### config.mk
export PLATFORM = sky130hd
export DESIGN_NAME = mem_map_arbiter
export DESIGN_NICKNAME = d
export VERILOG_FILES = /design/src/rtl/mem_map_arbiter.sv
export SDC_FILE = /design/constraint.sdc
export NUM_CORES = 1
export LEC_CHECK = 0
export ABC_CLOCK_PERIOD_IN_PS = 1900
export CAP_MARGIN = 20
export CORE_MARGIN = 4
export CORE_UTILIZATION = 37
export DETAILED_ROUTE_END_ITERATION = 7
export GPL_TIMING_DRIVEN = 0
export PLACE_DENSITY = 0.82
export SLEW_MARGIN = 20
export SYNTH_ARGS = -nofsm -noshare
export SYNTH_HDL_FRONTEND = slang
export SYNTH_SLANG_ARGS = --single-unit
### constraint.sdc
create_clock -name clk -period 1.9 [get_ports clk]
set_clock_uncertainty 0.1 [all_clocks]
set_input_delay 0.19 -clock clk [delete_from_list [all_inputs] [get_ports clk]]
set_output_delay 0.19 -clock clk [all_outputs]
set_load 0.01 [all_outputs]
### src/rtl/mem_map_arbiter.sv
// Two-port arbiter in front of the memory map: serialises core (port 0) and
// loader (port 1) requests, one strobe per transaction, done pulse per owner.
// Ports: clk/rst; m{0,1}_req/we/addr/wdata in, m{0,1}_done out; rdata out;
// mem_re/mem_we/mem_addr/mem_wdata out, mem_rdata in; busy, owner out.
// Optional macro ARB_ROUND_ROBIN_EN: alternate grants on ties (else port 0).
module mem_map_arbiter #(
  parameter int ADDR_W  = 32,
  parameter int DATA_W  = 32,
  parameter int MEM_LAT = 1
) (
  input  logic              clk,
  input  logic              rst,
  input  logic              m0_req,
  input  logic              m0_we,
  input  logic [ADDR_W-1:0] m0_addr,
  input  logic [DATA_W-1:0] m0_wdata,
  output logic              m0_done,
  input  logic              m1_req,
  input  logic              m1_we,
  input  logic [ADDR_W-1:0] m1_addr,
  input  logic [DATA_W-1:0] m1_wdata,
  output logic              m1_done,
  output logic [DATA_W-1:0] rdata,
  output logic              mem_re,
  output logic              mem_we,
  output logic [ADDR_W-1:0] mem_addr,
  output logic [DATA_W-1:0] mem_wdata,
  input  logic [DATA_W-1:0] mem_rdata,
  output logic              busy,
  output logic              owner
);

  typedef enum logic [1:0] {
    IDLE,
    ISSUE,
    WAIT,
    DONE
  } state_t;

  localparam logic [3:0] LAT4 = 4'(MEM_LAT);

  state_t     state;
  state_t     state_nx;
  logic       we_q;
  logic [3:0] cnt;
  logic       any;
  logic       tie;
  logic       grant;

  assign any  = m0_req | m1_req;
  assign tie  = m0_req & m1_req;
  assign busy = (state != IDLE);

`ifdef ARB_ROUND_ROBIN_EN
  logic last;

  // Resets to 1 so the first tie goes to port 0.
  always_ff @(posedge clk) begin
    if (rst) begin
      last <= 1'b1;
    end else if (state == IDLE && tie) begin
      last <= grant;
    end
  end

  assign grant = tie ? ~last : ~m0_req;
`else
  assign grant = ~m0_req;
`endif

  always_ff @(posedge clk) begin
    if (rst) begin
      state <= IDLE;
    end else begin
      state <= state_nx;
    end
  end

  always_comb begin
    state_nx = state;
    mem_re   = 1'b0;
    mem_we   = 1'b0;
    m0_done  = 1'b0;
    m1_done  = 1'b0;
    unique case (state)
      IDLE: begin
        if (any) begin
          state_nx = ISSUE;
        end
      end
      ISSUE: begin
        mem_re   = ~we_q;
        mem_we   = we_q;
        state_nx = we_q ? DONE : WAIT;
      end
      WAIT: begin
        // <= guards against a zero count from an out-of-range latency.
        if (cnt <= 4'd1) begin
          state_nx = DONE;
        end
      end
      DONE: begin
        m0_done  = ~owner;
        m1_done  = owner;
        state_nx = IDLE;
      end
      default: begin
        state_nx = IDLE;
      end
    endcase
  end

  always_ff @(posedge clk) begin
    if (rst) begin
      we_q      <= 1'b0;
      owner     <= 1'b0;
      mem_addr  <= '0;
      mem_wdata <= '0;
      rdata     <= '0;
      cnt       <= 4'd0;
    end else begin
      unique case (state)
        IDLE: begin
          if (any) begin
            owner     <= grant;
            we_q      <= grant ? m1_we : m0_we;
            mem_addr  <= grant ? m1_addr : m0_addr;
            mem_wdata <= grant ? m1_wdata : m0_wdata;
          end
        end
        ISSUE: begin
          cnt <= LAT4;
        end
        WAIT: begin
          cnt <= cnt - 4'd1;
          if (cnt <= 4'd1) begin
            rdata <= mem_rdata;
          end
        end
        default: begin
        end
      endcase
    end
  end

endmodule

==> impl_metrics.csv <==
group,metric,value,unit
clocking,cts_setup_buffers,0,
timing,final_max_slew_viol_count,0,
logic_synthesis,yosys.area.top_type,"dfxtp_1",
placed_design,gp_congestion,0.847,
timing,slew_headroom,60.8,%
floorplan,io_pins,268,
logic_synthesis,async_reset_ff_share,0,%
logic_synthesis,ys_top_cells_by_count,"104 x dfxtp_1, 74 x nor2_1, 69 x nand2_1, 66 x a211oi_1, 66 x mux2i_1",
logic_synthesis,avgSynthCellArea,9.07,µm²
timing,worst_slew_pin_slew,589,ps
route,ant_nets,0,
power_and_ir_drop,power.internal,6170,µW
floorplan,start_util,38.2,%
logic_synthesis,synth_edf_count,0,
layout,area_growth_syn_to_layout,72.9,%
job,maxCapViolCount,0,
timing,setup_ws,105,ps
route,wl,15.0,mm
timing,grt_setup_unrepaired,"no",
floorplan,rows,39,
route,routed-via-count,4531,
placed_design,portBuffers,265,
layout,nNetsFinal,933,
route,first_pass_iters,6,
route,drt_iter0_drc,182,
outcome,status,"finished clean",
critical_path,worst_setup_path_end_kind,"flip-flop",
logic_synthesis,yosysMostFrequentCell,"dfxtp_1",
clocking,clk_pin_slew_worst_paths,70,ps
clocking,cts_buffers,9,
logic_synthesis,synth_warnings,0,
layout,post-route-util,66.0,%
layout,multi_input_area,2120,µm²
logic_synthesis,yosysTopAreaCellShare,47.3,%
floorplan,fp.dieArea,13700,µm²
logic_synthesis,postSynthCellCount,485,
layout,drive_above_1_share,7.57,%
timing,fin_crit_sh,94.5,%
timing,fin_crit,1800,ps
clocking,cts_tree,"yes",
critical_path,start_kind,"flip-flop",
critical_path,critPathArrivalTime,1900,ps
timing,finalSetupViolCount,0,
global_routing,antenna_found_initial,0,
power_and_ir_drop,p_per_area,1240,nW/µm²
logic_synthesis,synth.distinct_cells,24,
power_and_ir_drop,sw_frac_of_total,34.5,%
min_path,hold_class,"in2reg",
logic_synthesis,synth_ff_type,"dfxtp_1",
logic_synthesis,yosys-top-cells-area,"dfxtp_1 47%, mux2i_1 15%, a211oi_1 11%, nor2_1 6.3%, nand2_1 5.9%",
power_and_ir_drop,switchingPower,3250,µW
power_and_ir_drop,power.leakage,0.00299,µW
global_routing,grt_max_degree,18,
clocking,clock_sinks,104,
logic_synthesis,ys_seq_area_share,47.3,%
logic_synthesis,netlist_area,4400,µm²
clocking,cts-hold-fix-buffers,0,
route,avgViaCountPerCell,4.98,
layout,seq_area,2080,µm²
logic_synthesis,synth.net_count,657,
route,avgRoutedWirePerCell,16.5,µm
power_and_ir_drop,power_frac_seq,35.2,%
clocking,clock_path_buffers,2,
clocking,cts_root_buf,"clkbuf_16",
floorplan,die_h,117,µm
clocking,htree_levels,3,
timing,hold_viol,0,
floorplan,core,11500,µm²
timing,fmax,557,MHz
placed_design,hpwl,12.3,mm
global_routing,grt-ovfl-total,0,
power_and_ir_drop,comb_power_share,45.2,%
placed_design,place_ws,-215,ps
critical_path,crit_type,"reg2reg",
layout,n_antenna_cell,0,
critical_path,worstPathRequired,2000,ps
global_routing,grt_pass1_vias,4767,
power_and_ir_drop,p_clk_share,19.6,%
global_routing,grt_pass1_wl,22.5,mm
route,drc,0,
floorplan,fp.dieW,117,µm
global_routing,grt_use_total,20.7,%
logic_synthesis,synth_seq_cells,104,
layout,fill_cells,943,
power_and_ir_drop,ir_drop,0.000651,V
critical_path,path_max_fanout,10,
clocking,clk-insertion-delay-late,330,ps
critical path: stages (launching register included):
cell and delay (ps):
dfxtp_2 360, inv_4 90, ha_4 150, inv_2 60, or4_1 460, buf_4 170
buf_6 140, nand2_1 70, a21oi_1 60
timing repair:
action | in CTS | in global routing
setup endpoints to repair | 75 | 77
cloned | 0 | 0
pin swaps | 0 | 1
resized for setup | 10 | 17
hold endpoints to repair | 0 | 0
cells in the final DEF, fill, tap and decap left out, types with 4 or more instances in the layout:
master           count
clkdlybuf4s50_1    260
buf_4                9
ha_1                 4
dlygate4sd2_1        4
a211oi_2             4
dfxtp_1            102
nand2_1             69
a211oi_1            62
a21oi_1             37
nor2_1              72
buf_2               13
buf_6                5
clkbuf_16            9
mux2i_1             66
clkbuf_1            12
inv_1                6
layout make-up:
| cell class | count | area share [%] |
|---|---|---|
| Clock buffer | 10 | 3.01 |
| Clock inverter | 6 | 0.888 |
| Multi-Input combinational cell | 333 | 27.9 |
| Timing Repair Buffer | 265 | 34.8 |
| Tap cell | 143 | 2.35 |
| Sequential cell | 104 | 27.4 |
| Inverter | 8 | 0.428 |
| Buffer | 40 | 3.16 |
per-layer routing:
metal	share of wire, %	wire length, µm	vias up	track usage, %
li1	-	-	2229	-
met1	37	5620	2087	21.8
met2	52	7810	192	39.1
met3	8.5	1280	23	6.53
met4	1.9	284	0	6.42
met5	0	0	-	0
through the flow:
step | power, µW | instances | cell area [µm²] | setup TNS [ps] | hold slack [ps]
2_1_floorplan | 5210 | 485 | 4400 | 0 | 226
3_3_place_gp | 7370 | 893 | 7230 | -2700 | 342
3_5_place_dp | 7510 | 893 | 7230 | -7720 | 346
4_1_cts | 9380 | 909 | 7540 | 0 | 192
5_1_grt | 10000 | 909 | 7600 | 0 | 256
6_report | 9420 | 909 | 7600 | 0 | 206
cells by family (layout without fill, tap and decap cells):
logic type / Yosys count / after routing / synth area share, %
simple gates: 152 / 152 / 13.6
compound gates: 109 / 109 / 16.4
flops: 104 / 104 / 47.3
mux: 66 / 66 / 15.0
buf+inv: 48 / 329 / 5.86
fa+ha+maj: 6 / 6 / 1.71
sequential cells by signal, indices dropped and copies added (netlist names):
name,flops
state,2
mem_wdata,32
cnt,4
we_q,1
owner,1
rdata,32
mem_addr,32
path summary, 6_finish.rpt:
| kind | startpoint | to | slack (ps) | cells after the start |
|---|---|---|---|---|
| setup / recovery | state[0]$_SDFFE_PP0P_ | rdata[20]$_SDFFE_PP0P_ | 100 | 8 |
| hold / removal | rst | mem_wdata[22]$_SDFFE_PP0P_ | 210 | 2 |
| setup reg to reg | state[0]$_SDFFE_PP0P_ | rdata[20]$_SDFFE_PP0P_ | 100 | 8 |
| hold reg to reg | rdata[14]$_SDFFE_PP0P_ | rdata[14]$_SDFFE_PP0P_ | 350 | 2 |
power groups by stage:
| stage | clock network [µW] | registers [µW] | logic, µW |
|---|---|---|---|
| 6_report | 1850 | 3320 | 4260 |
| 5_1_grt | 1970 | 3410 | 4630 |
| 4_1_cts | 1880 | 3300 | 4190 |
| 3_5_place_dp | 0 | 3350 | 4160 |
| 3_3_place_gp | 0 | 3300 | 4060 |
| 2_1_floorplan | 0 | 3630 | 1580 |
Note: power is estimated with default switching activity, not from simulation.
